**src/rtl/pong_game_ctrl.sv**
```systemverilog
// Pong game sequencer: movement tick, ball position/direction, paddle collision,
// scoring and the IDLE/SERVE/PLAY/OVER flow. Every output comes straight from a flop.
module pong_game_ctrl #(
    parameter int CLKS_PER_MOVE     = 250000,
    parameter int SERVE_DELAY_MOVES = 120,
    parameter int WIN_SCORE         = 7,
    parameter int BALL_SIZE         = 16,
    parameter int PADDLE_W          = 8,
    parameter int PADDLE_H          = 64,
    parameter int PADDLE_X_L        = 16,
    parameter int PADDLE_X_R        = 616,
    parameter int SCREEN_W          = 640,
    parameter int SCREEN_H          = 480
) (
    input  logic       clk,
    input  logic       rst_n,
    input  logic       start,
    input  logic [9:0] paddle_l_y,
    input  logic [9:0] paddle_r_y,
    output logic [9:0] ball_x,
    output logic [9:0] ball_y,
    output logic [3:0] score_l,
    output logic [3:0] score_r,
    output logic [1:0] state,
    output logic       point,
    output logic       winner
);

    localparam int TW = (CLKS_PER_MOVE > 1) ? $clog2(CLKS_PER_MOVE) : 1;
    localparam int SW = (SERVE_DELAY_MOVES > 1) ? $clog2(SERVE_DELAY_MOVES) : 1;

    localparam logic [TW-1:0] TICK_LAST  = TW'(CLKS_PER_MOVE - 1);
    localparam logic [SW-1:0] SERVE_LAST = SW'(SERVE_DELAY_MOVES - 1);
    localparam logic [9:0]    CENTRE_X   = 10'(SCREEN_W / 2 - BALL_SIZE / 2);
    localparam logic [9:0]    CENTRE_Y   = 10'(SCREEN_H / 2 - BALL_SIZE / 2);
    localparam logic [9:0]    X_MAX      = 10'(SCREEN_W - BALL_SIZE);
    localparam logic [9:0]    Y_MAX      = 10'(SCREEN_H - BALL_SIZE);
    localparam logic [9:0]    FACE_L_X   = 10'(PADDLE_X_L + PADDLE_W);
    localparam logic [10:0]   FACE_R_X   = 11'(PADDLE_X_R);
    localparam logic [10:0]   BALL_SZ11  = 11'(BALL_SIZE);
    localparam logic [10:0]   PAD_H11    = 11'(PADDLE_H);
    localparam logic [3:0]    WIN_VAL    = 4'(WIN_SCORE);

    typedef enum logic [1:0] {
        ST_IDLE  = 2'd0,
        ST_SERVE = 2'd1,
        ST_PLAY  = 2'd2,
        ST_OVER  = 2'd3
    } state_t;

    // dx_r/dy_r: 1 means +1 (right/down), 0 means -1 (left/up)
    state_t        state_r, state_n;
    logic [TW-1:0] tick_cnt_r;
    logic [SW-1:0] serve_cnt_r, serve_cnt_n;
    logic [9:0]    ball_x_r, ball_x_n;
    logic [9:0]    ball_y_r, ball_y_n;
    logic          dx_r, dx_n;
    logic          dy_r, dy_n;
    logic [3:0]    score_l_r, score_l_n;
    logic [3:0]    score_r_r, score_r_n;
    logic          point_r, point_n;
    logic          winner_r, winner_n;

    logic          tick_s;
    logic          dx_upd_s, dy_upd_s;
    logic          overlap_l_s, overlap_r_s;
    logic          hit_l_s, hit_r_s;
    logic          miss_l_s, miss_r_s;
    logic [3:0]    score_l_inc_s, score_r_inc_s;
    logic [10:0]   ball_y11_s, ball_x11_s;

    assign tick_s = (tick_cnt_r == TICK_LAST);

    // Free-running movement tick divider, active in every state
    always_ff @(posedge clk or negedge rst_n) begin
        if (!rst_n) begin
            tick_cnt_r <= {TW{1'b0}};
        end else if (tick_s) begin
            tick_cnt_r <= {TW{1'b0}};
        end else begin
            tick_cnt_r <= tick_cnt_r + {{(TW-1){1'b0}}, 1'b1};
        end
    end

    // Collision and miss detection from registered position/direction
    always_comb begin
        ball_x11_s    = {1'b0, ball_x_r};
        ball_y11_s    = {1'b0, ball_y_r};
        overlap_l_s   = ((ball_y11_s + BALL_SZ11) > {1'b0, paddle_l_y}) &&
                        (ball_y11_s < ({1'b0, paddle_l_y} + PAD_H11));
        overlap_r_s   = ((ball_y11_s + BALL_SZ11) > {1'b0, paddle_r_y}) &&
                        (ball_y11_s < ({1'b0, paddle_r_y} + PAD_H11));
        hit_l_s       = !dx_r && (ball_x_r == FACE_L_X) && overlap_l_s;
        hit_r_s       = dx_r && ((ball_x11_s + BALL_SZ11) == FACE_R_X) && overlap_r_s;
        miss_l_s      = !dx_r && (ball_x_r == 10'd0);
        miss_r_s      = dx_r && (ball_x_r == X_MAX);
        score_l_inc_s = score_l_r + 4'd1;
        score_r_inc_s = score_r_r + 4'd1;

        if (ball_y_r == 10'd0) begin
            dy_upd_s = 1'b1;
        end else if (ball_y_r == Y_MAX) begin
            dy_upd_s = 1'b0;
        end else begin
            dy_upd_s = dy_r;
        end

        if (hit_l_s) begin
            dx_upd_s = 1'b1;
        end else if (hit_r_s) begin
            dx_upd_s = 1'b0;
        end else begin
            dx_upd_s = dx_r;
        end
    end

    // Game flow next-state and datapath updates
    always_comb begin
        state_n     = state_r;
        serve_cnt_n = serve_cnt_r;
        ball_x_n    = ball_x_r;
        ball_y_n    = ball_y_r;
        dx_n        = dx_r;
        dy_n        = dy_r;
        score_l_n   = score_l_r;
        score_r_n   = score_r_r;
        point_n     = 1'b0;
        winner_n    = winner_r;

        case (state_r)
            ST_IDLE: begin
                score_l_n   = 4'd0;
                score_r_n   = 4'd0;
                ball_x_n    = CENTRE_X;
                ball_y_n    = CENTRE_Y;
                serve_cnt_n = {SW{1'b0}};
                if (start) begin
                    state_n = ST_SERVE;
                end else begin
                    state_n = ST_IDLE;
                end
            end

            ST_SERVE: begin
                ball_x_n = CENTRE_X;
                ball_y_n = CENTRE_Y;
                if (tick_s && (serve_cnt_r == SERVE_LAST)) begin
                    state_n     = ST_PLAY;
                    serve_cnt_n = {SW{1'b0}};
                end else if (tick_s) begin
                    serve_cnt_n = serve_cnt_r + {{(SW-1){1'b0}}, 1'b1};
                end else begin
                    serve_cnt_n = serve_cnt_r;
                end
            end

            ST_PLAY: begin
                if (tick_s && miss_l_s) begin
                    score_r_n = score_r_inc_s;
                    point_n   = 1'b1;
                    if (score_r_inc_s == WIN_VAL) begin
                        state_n  = ST_OVER;
                        winner_n = 1'b1;
                    end else begin
                        state_n     = ST_SERVE;
                        ball_x_n    = CENTRE_X;
                        ball_y_n    = CENTRE_Y;
                        serve_cnt_n = {SW{1'b0}};
                        dx_n        = 1'b0;
                        dy_n        = 1'b0;
                    end
                end else if (tick_s && miss_r_s) begin
                    score_l_n = score_l_inc_s;
                    point_n   = 1'b1;
                    if (score_l_inc_s == WIN_VAL) begin
                        state_n  = ST_OVER;
                        winner_n = 1'b0;
                    end else begin
                        state_n     = ST_SERVE;
                        ball_x_n    = CENTRE_X;
                        ball_y_n    = CENTRE_Y;
                        serve_cnt_n = {SW{1'b0}};
                        dx_n        = 1'b1;
                        dy_n        = 1'b0;
                    end
                end else if (tick_s) begin
                    // Reversal is applied before the step, so the edges never wrap
                    dx_n     = dx_upd_s;
                    dy_n     = dy_upd_s;
                    ball_x_n = dx_upd_s ? (ball_x_r + 10'd1) : (ball_x_r - 10'd1);
                    ball_y_n = dy_upd_s ? (ball_y_r + 10'd1) : (ball_y_r - 10'd1);
                end else begin
                    state_n = ST_PLAY;
                end
            end

            ST_OVER: begin
                if (start) begin
                    state_n     = ST_SERVE;
                    score_l_n   = 4'd0;
                    score_r_n   = 4'd0;
                    ball_x_n    = CENTRE_X;
                    ball_y_n    = CENTRE_Y;
                    serve_cnt_n = {SW{1'b0}};
                    dx_n        = 1'b1;
                    dy_n        = 1'b0;
                end else begin
                    state_n = ST_OVER;
                end
            end

            default: begin
                state_n = ST_IDLE;
            end
        endcase
    end

    // Game state registers
    always_ff @(posedge clk or negedge rst_n) begin
        if (!rst_n) begin
            state_r     <= ST_IDLE;
            serve_cnt_r <= {SW{1'b0}};
            ball_x_r    <= CENTRE_X;
            ball_y_r    <= CENTRE_Y;
            dx_r        <= 1'b1;
            dy_r        <= 1'b0;
            score_l_r   <= 4'd0;
            score_r_r   <= 4'd0;
            point_r     <= 1'b0;
            winner_r    <= 1'b0;
        end else begin
            state_r     <= state_n;
            serve_cnt_r <= serve_cnt_n;
            ball_x_r    <= ball_x_n;
            ball_y_r    <= ball_y_n;
            dx_r        <= dx_n;
            dy_r        <= dy_n;
            score_l_r   <= score_l_n;
            score_r_r   <= score_r_n;
            point_r     <= point_n;
            winner_r    <= winner_n;
        end
    end

    assign ball_x  = ball_x_r;
    assign ball_y  = ball_y_r;
    assign score_l = score_l_r;
    assign score_r = score_r_r;
    assign state   = state_r;
    assign point   = point_r;
    assign winner  = winner_r;

endmodule
```
**config.mk**
```make
export PLATFORM = sky130hd
export DESIGN_NAME = pong_game_ctrl
export DESIGN_NICKNAME = d
export VERILOG_FILES = /design/src/rtl/pong_game_ctrl.sv
export SDC_FILE = /design/constraint.sdc
export NUM_CORES = 1
export LEC_CHECK = 0
export CAP_MARGIN = 20
export CORE_MARGIN = 3
export CORE_UTILIZATION = 31
export DETAILED_ROUTE_END_ITERATION = 8
export DONT_BUFFER_PORTS = 1
export PLACE_DENSITY = 0.44
export REMOVE_ABC_BUFFERS = 1
export SKIP_LAST_GASP = 1
export SYNTH_ARGS = -nofsm -noshare
export SYNTH_HDL_FRONTEND = slang
export SYNTH_SLANG_ARGS = --single-unit
```
**constraint.sdc**
```tcl
create_clock -name clk -period 13.85 [get_ports clk]
set_input_delay 2.0775 -clock clk [delete_from_list [all_inputs] [get_ports clk]]
set_output_delay 2.0775 -clock clk [all_outputs]
set_load 0.1 [all_outputs]
```
# Word-level counts from Yosys, hierarchy flattened
# Index checks and enable logic that the tools add are counted.
# word_totals
regBits	59
in_bits	23
out_inout_bits	32
# classes
n_addsub	12
magnitude_cmp	4
eq_ne	24
n_mux	64
n_reduce_logical	27
# ops
cell	count
2-to-1 mux 10 bit	14
case mux 10 bit (3 select lines)	2
2-to-1 mux 7 bit	7
case mux 7 bit (4 select lines)	1
case mux 4 bit (3 select lines)	2
2-to-1 mux 1 bit	23
adder 10 x 5 -> 11 bit (second input constant)	2
adder 10 x 7 -> 11 bit (second input constant)	2
> comparator 11 x 10 -> 1 bit	2
< comparator 10 x 11 -> 1 bit	2
adder 10 x 1 -> 10 bit (second input constant)	2
zero test 10 bit	2
subtractor 10 x 1 -> 10 bit (second input constant)	2
adder 18 x 1 -> 18 bit (second input constant)	1
equality test 18 bit (second input constant)	1
2-to-1 mux 18 bit	1
2-to-1 mux 4 bit	4
2-to-1 mux 2 bit	7
!= test 3 bit (second input constant)	4
!= test 4 bit (second input constant)	3
AND reduction 4 bit	3
equality test 11 x 10 -> 1 bit (second input constant)	1
logical AND 1 bit	11
equality test 10 bit (second input constant)	1
20 further kinds	31

# Depth between registers and ports, before layout
# Gate-level depths: netlist of run 1.
# logic_depth
word_depth	11
ltp_mapped	19
ltp_nobuf	19

# Worst setup path before layout of run 1
# No wires, ideal clock.
# synth_timing
path_type	input -> register
startpoint	input paddle_r_y[6]
endpoint	register ball_x_r[9], in the netlist ball_x[9]
arrival_ns	5.727
required_time_ns	13.763
path_slack_ns	8.036
cell_stages	17
cell_sequence	ha_1 -> xnor2_1 -> ha_1 -> a21o_1 -> a21oi_1 -> a31oi_1 -> o41a_1 -> nor2_1 -> ha_1 -> a21oi_1 -> o21ai_0 -> and2_1 -> o21ai_0 -> o21a_1 -> nor3_1 -> or4b_1 -> o211ai_1
# synth_between
elab_chain_len	11
# synth_rtl
element	line_no	rtl
start: declaration	19	input logic [9:0] paddle_r_y,
adder 10 x 7 -> 11 bit	92	(ball_y11_s < ({1'b0, paddle_r_y} + PAD_H11));
< comparator 10 x 11 -> 1 bit	92	
logical AND 1 bit *	91	overlap_r_s = ((ball_y11_s + BALL_SZ11) > {1'b0, paddle_r_y}) &&
logical AND 1 bit *	94	hit_r_s = dx_r && ((ball_x11_s + BALL_SZ11) == FACE_R_X) && overlap_r_s;
2-to-1 mux 1 bit *	110	end else if (hit_r_s) begin
2-to-1 mux 1 bit *	108	if (hit_l_s) begin
2-to-1 mux 10 bit *	190	ball_x_n = dx_upd_s ? (ball_x_r + 10'd1) : (ball_x_r - 10'd1);
2-to-1 mux 10 bit *	186	end else if (tick_s) begin
2-to-1 mux 10 bit *	172	end else if (tick_s && miss_r_s) begin
2-to-1 mux 10 bit *	158	if (tick_s && miss_l_s) begin
case mux 10 bit (3 select lines) *	130	case (state_r)
end signal: assignment	234	ball_x_r <= ball_x_n;
end: declaration	55	logic [9:0] ball_x_r, ball_x_n;
# Every way passes the cells marked *; elsewhere a longest branch is shown, timed or not. The select of a mux whose other input is x is not followed.
# A chain may end at the register's enable or synchronous reset.

# Final worst setup path of run 1
# Ends and elaborated chain as after synthesis.

==> results.md, run 1 <==
Setup path:
- In this design, the stage delay of the slowest critical-path cell is 0.63 ns.
- Together, buffers and inverters on the worst path number 0.
- The critical path is of the in2reg type.
- The kind of cell with the highest combined delay on the critical path is compound AO/OA/AOI/OAI gates.
- The worst setup path is launched from an input port.
- The required time of the critical path is 14.10 ns.
- The arrival time at the worst endpoint is 6.19 ns.
- STA classifies the critical path endpoint as a register.
- The maximum fanout along the worst path is 10.
- For this design, the slowest cell found on the critical path is nor2_1.
- The most common cell type on the critical path is ha_1.
- Walking the worst path, the cells encountered are ha_1 > xnor2_1 > ha_1 > a21o_1 > a21oi_1 > a31oi_1 > o41a_1 > nor2_1 > ha_1 > a21oi_1 > o21ai_0 > and2_1 > o21ai_0 > o21a_1 > nor3_1 > or4b_1 > o211ai_1.

Outcome:
- The flow ran to the end, and the final reports show no timing, DRC or antenna violations.

Die:
- From bottom edge to top edge, the die measures 130.1 µm.
- For this configuration, the core starts out at a cell density of 32.22%.
- In this run the count of I/O pins placed on the die edge is 55.
- The floorplan has 44 rows.
- The floorplan step defined a die boundary enclosing 0.01692 mm².
- From left edge to right edge, the die measures 130.1 µm.
- The area of the placeable core is 0.01481 mm².

Synth:
- The cell count after synthesis is 552.
- The simple-gate share of the synthesized area is 23.44%.
- Multiplexer cells account for 0.2098% of the synthesized area.
- Summing the areas of all fa, ha and maj instances in the mapped netlist gives 16.31% of the synthesized area.
- The cell area that synthesis handed to floorplanning was 0.004772 mm².
- After synthesis, the cell types taking the most area are dfrtp_1 26%, ha_1 15%, o21ai_0 5.3%, dfstp_2 5.0%, xnor2_1 5.0%.
- The post-synthesis compound-gate area fraction is 17.51%.
- The synthesized design spends more area on one cell type than any other, namely dfrtp_1.
- The count of flip-flops with a built-in enable after synthesis is 0.
- The post-synthesis cell type count is 63.
- Ranked by instance count, the synthesized netlist is headed by 59 x ha_1, 55 x nand2_1, 51 x o21ai_0.
- The post-synthesis register bit count is 59.
- The share of the synthesized netlist area taken by xor and xnor gates is 7.158%.
- Counting flops with an async set or reset pin after synthesis yields a share of 100.0%.
- ha_1 is the most common cell in the netlist.
- After synthesis, flip-flops and latches occupy 31.17% of the total area.
- The proportion of netlist area held by the largest area contributor is 26.22%.
- For this run, the leading register cell type out of synthesis is dfrtp_1.
- The total of warnings raised by yosys is 0.
- The largest family of logic cells by synthesized area is simple AND/OR/NAND/NOR gates.
- Dividing the synthesized area by the synthesized cell count gives 8.645 µm².

Clocking:
- The H-tree generated during clock tree synthesis spans 3 levels.
- In this run, CTS created clock tree buffers numbering 9.
- The setup fix buffers added after clock tree synthesis is 0.
- The number of buffers added to fix hold violations after cts is 0.
- After clock tree synthesis, the clock-pin slew on the worst setup and hold paths is 0.05 ns.
- The CTS tree is yes.
- The total of cells resized after clock tree synthesis is 0.
- No sink is reached through more buffers than the 2 on the longest clock path.
- Counting every sink on the clock net gives 59.
- The root buffer selected by CTS is clkbuf_16.
- The clock latency on the worst-skew pair is 0.33 ns.

Job:
- Across the run, the number of max-cap violations was 0.

STA:
- The number of max-slew violations in the final report came to 0.
- The number of hold-slack violations in the final timing report is 0.
- The time the final worst path needs with I/O delays and setup is 5.938 ns.
- Measured against its own limit, the worst slew margin works out to 28.16%.
- The setup violation total in the final timing report is 0.
- The worst clock skew is 0.008979 ns.
- Setup repair after global routing left no endpoint under its margin.
- The maximum achievable frequency is 168.4 MHz.
- The final total negative setup slack is 0 ns.
- For the pin with the worst max-slew slack, the measured transition is 1.078 ns.
- The worst path meets setup with 7.912 ns of slack.
- Of the available clock period, the critical path in the final layout requires 42.88%.

Routing:
- The detail route stage leaves a number of antenna-violating nets equal to 0.
- The average via count per standard cell is 5.262.
- The via count is 3,962.
- The first detailed-routing pass ran for 4 iterations.
- The average wire per standard cell is 16.62 µm.
- The DRC violations left is 0.
- Wires add up to 12.51 mm.
- The count of routing violations after the opening detailed-route iteration is 141.

Placed design:
- The HPWL after detailed placement is 9.388 mm.
- Routability-driven placement finished with a final weighted congestion of 0.8050.
- In this run the cell area measured after placement is 0.005024 mm².
- Buffers placed on the I/O ports in this run total 0.
- The setup slack after placement is 7.589 ns.

Power and ir drop:
- The maximum vdd ir drop is 52.00 µV.
- Dividing total power by cell area gives a power density of 84.85 mW/mm².
- For this design the static power due to leakage is 0.002346 µW.

GRT:
- The layer with the highest usage after global routing is met2.
- The global route total overflow is 0.
- In the global route stage, met3 resource usage came out at 4.503%.
- The combined global-route utilization of all metal layers is 15.47%.
- The number of global-route vias before repair is 3,929.
- The first global-routing pass estimated 20.45 mm of wire.
- The met2 global-route usage is 25.02%.
- The met1 global-route usage is 20.37%.
- The maximum number of pins on one net before global-route repair is 60.
- The number of antenna violations at the first check in global routing was 0.

Finish:
- The number of nets in the layout is 648.
- The post-layout instance area is 0.005378 mm².
- The number of inserted diodes is 0.
- The area growth from synthesis to layout is 12.69%.
- Of the cells placed in the final design, the portion with a size suffix greater than 1 is 8.612%.

Min path:
- The path class of the tightest hold or removal check is reg2reg.
flip-flops by register name (all words and copies together), names as in the netlist:
name,flops
dy_r,1
ball_x,10
score_r,4
score_l,4
dx_r,1
tick_cnt_r,18
winner,1
state,2
point,1
ball_y,10
serve_cnt_r,7
worst paths after layout:
path	start	end	slack, ns	cells past startpoint
max reg2reg	ball_y[5]	ball_x[9]	8.23	18
min in group asynchronous	rst_n	serve_cnt_r[3]	1.44	0
min	tick_cnt_r[0]	tick_cnt_r[0]	0.46	1
min reg2reg	tick_cnt_r[0]	tick_cnt_r[0]	0.46	1
max in group asynchronous	rst_n	ball_x[3]	12.22	0
max	paddle_r_y[6]	ball_x[9]	7.91	17
placed cells by master, fill, tap and decap left out, types with 3 or more instances in the layout:
cell,synthesis,layout
ha_1,59,59
nand2_1,55,55
o21ai_0,51,51
dfrtp_1,50,50
nor2_1,45,45
inv_1,39,39
nand3_1,29,29
xnor2_1,27,27
a21oi_1,21,21
nor3_1,17,17
xor2_1,12,12
and3_1,10,10
buf_4,0,10
nand2b_1,9,9
nor4_1,9,9
a21o_1,9,9
dfstp_2,9,9
clkbuf_16,0,9
nand3b_1,7,7
o31ai_1,7,7
nand4_1,6,6
a31oi_2,6,6
nor2b_1,5,5
and4_1,4,4
o21a_1,4,4
nand4b_1,3,3
or4_1,3,3
a31oi_1,3,3
a211oi_1,3,3
and2_1,3,3
bufinv_16,0,3
cells by family after synthesis:
family | after synthesis
compound gates | 125
xor+xnor | 39
fa+ha+maj | 61
buf+inv | 48
flops | 59
mux | 1
simple gates | 219
routing by layer:
layer | share of wire, % | wire [µm]
met1 | 48 | 6012
met2 | 46 | 5783
met3 | 4.9 | 607
met4 | 0.87 | 109
met5 | 0 | 0
layout make-up:
type,count,area (µm²)
inverters,39,146.4
clock inverters,4,97.59
repair buffers,10,75.07
well taps,184,230.2
clock buffers,12,256.5
multi-input cells,445,3084
flip-flops and latches,59,1488
fillers,1491,9432
through the flow:
stage	utilization, %	cells	hold slack, ns	power, µW
after floorplan	-	543	0.4329	189.8
after global placement	33.92	737	0.4480	192.5
after detailed placement	33.92	737	0.4542	193.2
after CTS	36.31	753	0.4612	463.1
after global routing	36.31	753	0.4830	473.6
final	36.31	753	0.4603	456.3
where the power goes:
part | internal, µW | total (µW) | switching (µW)
registers | 173 | 173 | 0.188
clock network | 186 | 266 | 80.3
logic | 8.45 | 17.5 | 9.08
No activity file was read; power rests on OpenSTA's default activity.
==> run 2: changes to the inputs <==
--- a/config.mk
+++ b/config.mk
@@ -10,7 +10,7 @@
 export CORE_UTILIZATION = 31
 export DETAILED_ROUTE_END_ITERATION = 8
 export DONT_BUFFER_PORTS = 1
-export PLACE_DENSITY = 0.44
+export PLACE_DENSITY = 0.45
 export REMOVE_ABC_BUFFERS = 1
 export SKIP_LAST_GASP = 1
 export SYNTH_ARGS = -nofsm -noshare
==> constraint.sdc (replaced) <==
create_clock -name clk -period 5.2 [get_ports clk]
set_input_delay 0.78 -clock clk [delete_from_list [all_inputs] [get_ports clk]]
set_output_delay 0.78 -clock clk [all_outputs]
set_load 0.1 [all_outputs]
==> run 2 against run 1 <==
  * Clock-buffer cell count shrank 2
  * Critical path depth grew 1
  * Worst hold slack lost 0.32 ns
  * Sequential share of layout area shrank 0.55 points
  * Critical endpoint unchanged
==> results.md, run 2 (synthesized netlist as in run 1, its figures left out) <==
Placed design:
- The final estimated routing congestion in global placement is 0.8128 (+0.97%).
- The setup slack after placement is 0.3549 ns (-7.234 ns).
- The number of port buffers came to 0 (unchanged).
- The HPWL after detailed placement is 9.714 mm (+3.5%).
- The placed cell area is 0.005121 mm² (+1.9%).

STA:
- Setup repair after global routing left no endpoint under its margin.
- The minimum hold slack was 0.1414 ns (-0.3189 ns).
- The final period utilization is 92.85%.
- The maximum achievable frequency is 207.1 MHz.
- The setup violation total in the final timing report is 0 (unchanged).
- The number of max-slew violations in the final report is 0 (unchanged).
- The normalized max-slew margin is 29.27% (+1.1 points).
- The final total negative setup slack came to 0 ns (unchanged).
- The worst clock skew was 0.006780 ns (-0.002199 ns).
- The slew at the pin with the worst max-slew slack is 1.061 ns (-0.01663 ns).
- Subtracting the final worst setup slack from the clock period gives 4.828 ns.
- The number of hold-slack violations in the final timing report is 0 (unchanged).
- The final worst-path setup slack came to 0.3718 ns (-7.540 ns).

Finish:
- The footprint of the multi-input gates is 0.003084 mm² (unchanged).
- The post-layout instance area is 0.005487 mm² (+2.0%).
- More flip-flops sit in one register than any other, and that register is tick_cnt_r.
- The number of flip-flops in the largest register is 18 (unchanged).
- The library cells used most frequently in the layout, excluding fill and tap cells, are 59 x ha_1, 55 x nand2_1, 51 x o21ai_0.
- The fill cell instance count of the final layout came to 1,518 (+1.8%).
- The number of nets in the layout came to 661 (+2.0%).
- The area growth from synthesis to layout is 14.97%.
- The fraction of layout instances using a drive strength above 1 is 10.65% (+2.0 points).
- The number of inserted diodes is 0 (unchanged).
- The final design utilization is 37.05% (+0.74 points).
- The library cell used most frequently in the layout, excluding fill and tap cells, is ha_1.
- The area taken by flip-flops and latches is 0.001488 mm² (unchanged).

Setup path:
- The worst setup path is captured at a register.
- The arrival time at the worst endpoint is 5.08 ns (-1.11 ns).
- The worst setup path startpoint is ball_y[5].
- The startpoint identified for the worst register-to-register timing path is ball_y[5].
- The maximum fanout along the worst path is 6 (-4).
- The critical path startpoint category is a register.
- The setup slack of the most critical reg-to-reg path is 0.37 ns (-7.86 ns).
- The depth of the most critical reg-to-reg path was 18 (unchanged).
- In this run the critical register-to-register path is captured at ball_x[9].
- The required time of the critical path is 5.45 ns (-8.65 ns).
- The critical setup path kind is reg2reg.

Clocking:
- The number of buffers created by CTS is 9 (unchanged).
- The number of buffers added to fix hold violations after cts is 0 (unchanged).
- The total of cells resized after clock tree synthesis is 0 (unchanged).
- The clock-pin slew on the worst setup and hold paths was 0.05 ns (about the same).
- The total number of clock tree sinks is 59 (unchanged).
- The setup fix buffers added after clock tree synthesis was 0 (unchanged).
- The clock latency on the worst-skew pair is 0.34 ns (about the same).
- The maximum level of the CTS H-tree came to 3 (unchanged).
- TritonCTS built the clock tree.
- In this run the clock root is driven by a clkbuf_16.
- The largest buffer count on any clock path came to 2 (unchanged).

Die:
- The area of the die is 0.01692 mm² (unchanged).
- The area of the placeable core came to 0.01481 mm² (unchanged).
- The width of the chip is 130.1 µm (unchanged).
- The initial core utilization is 32.22% (unchanged).
- The die outline height is 130.1 µm (unchanged).
- The row count is 44 (unchanged).
- The I/O pin count is 55 (unchanged).

Routing:
- The average via count per standard cell is 5.235 (-0.51%).
- The count of routing violations after the opening detailed-route iteration came to 205 (+45%).
- The average wire per standard cell came to 16.46 µm (-0.95%).
- The detailed-route wire length is 12.61 mm (+0.76%).
- The DRC violations left is 0 (unchanged).
- The number of search-and-repair iterations in the first detailed-routing pass is 4 (unchanged).
- The final antenna-violating net count is 0 (unchanged).
- The via count is 4,010 (+1.2%).

GRT:
- The number of antenna violations at the first check in global routing is 0 (unchanged).
- The number of global-route vias before repair came to 4,064 (+3.4%).
- The combined global-route utilization of all metal layers came to 15.76% (+0.29 points).
- The maximum number of pins on one net before global-route repair is 60 (unchanged).
- The global route total overflow was 0 (unchanged).
- The first-pass GRT wire length is 20.96 mm (+2.5%).

Power and ir drop:
- The switching power total was 247.5 µW (+180%).
- The clock share of power is 59.4% (+1.1 points).
- The net switching share of the total power came to 19.83% (+0.20 points).
- The standby leakage power came to 0.002412 µW (+2.8%).
- The part of the total power dissipated in combinational logic is 3.8% (about the same).
- The sequential share of power is 36.8% (-1.1 points).
- The maximum vdd ir drop is 154.5 µV (+200%).
- The power per standard cell area is 227.5 mW/mm² (+170%).
- The total internal power came to 1000 µW (+170%).

Job:
- The number of violations of the max-capacitance limit came to 0 (unchanged).

Min path:
- The tightest min-delay check is of the in2async type.

Outcome:
- The flow ran to the end, and the final reports show no timing, DRC or antenna violations.
-- run 2: cell types whose count changed in the layout (fill, tap and decap cells not counted), sizes merged --
cell / change
bufinv: +1
buf: +13
clkbuf: -2
inv: +1
-- run 2: worst max-delay path by stage --
stage	end	slack, ns	depth (start not counted)
6_report	ball_x[9]	0.37	18
5_1_grt	ball_x[9]	0.03	18
4_1_cts	ball_x[9]	0.34	18
3_5_place_dp	ball_x[9]	0.35	18
3_3_place_gp	ball_x[9]	0.50	18
2_1_floorplan	ball_x[9]	-0.03	18
-- run 2: critical path, cell delays in order (launching register included) --
cell and delay (ns):
dfstp_2 0.56, buf_4 0.33, nand3_1 0.14, xnor2_1 0.25, ha_1 0.29, nand3_1 0.12, nor3_1 0.06, a21o_1 0.15
a221oi_1 0.26, o311a_1 0.34, nor2_1 0.15, buf_4 0.19, ha_1 0.22, or4_1 0.50, o21ai_0 0.28, o21a_1 0.23
nor3_1 0.06, or4b_1 0.50, o211ai_1 0.11
-- run 2: area by class of cell --
cell class                      instances  share of cell area (%)
Timing Repair Buffer                   23                   3.147
Tap cell                              184                   4.196
Sequential cell                        59                   27.12
Clock inverter                          6                   2.486
Clock buffer                           10                   4.173
Multi-Input combinational cell        445                   56.21
Inverter                               39                   2.668
-- run 2: power by group through the flow --
stage | sequential, µW | clock [µW] | combinational [µW]
floorplan | 468 | 0 | 37.4
global placement | 468 | 0 | 46.5
detailed placement | 468 | 0 | 47.5
CTS | 460 | 759 | 48.0
global route | 460 | 779 | 54.8
finish | 460 | 741 | 47.2
-- run 2: per-stage QoR --
| step | power, µW | cells |
|---|---|---|
| 6_report | 1248 | 766 |
| 5_1_grt | 1294 | 766 |
| 4_1_cts | 1267 | 766 |
| 3_5_place_dp | 515.2 | 750 |
| 3_3_place_gp | 514.2 | 750 |
| 2_1_floorplan | 505.6 | 543 |
-- run 2: metal layers --
layer / track usage (%) / routed length [µm]
met5: 0 / 0
met4: 4.768 / 215
met3: 4.380 / 607
met2: 24.83 / 5783
met1: 21.07 / 6001
==> run 3: changes to the inputs <==
--- a/config.mk
+++ b/config.mk
@@ -10,6 +10,7 @@
 export CORE_UTILIZATION = 31
 export DETAILED_ROUTE_END_ITERATION = 8
 export DONT_BUFFER_PORTS = 1
+export HOLD_SLACK_MARGIN = 0.05
 export PLACE_DENSITY = 0.45
 export REMOVE_ABC_BUFFERS = 1
 export SKIP_LAST_GASP = 1
==> results of run 3 <==
The final DEF is identical to that of run 2; final timing and power are the same.
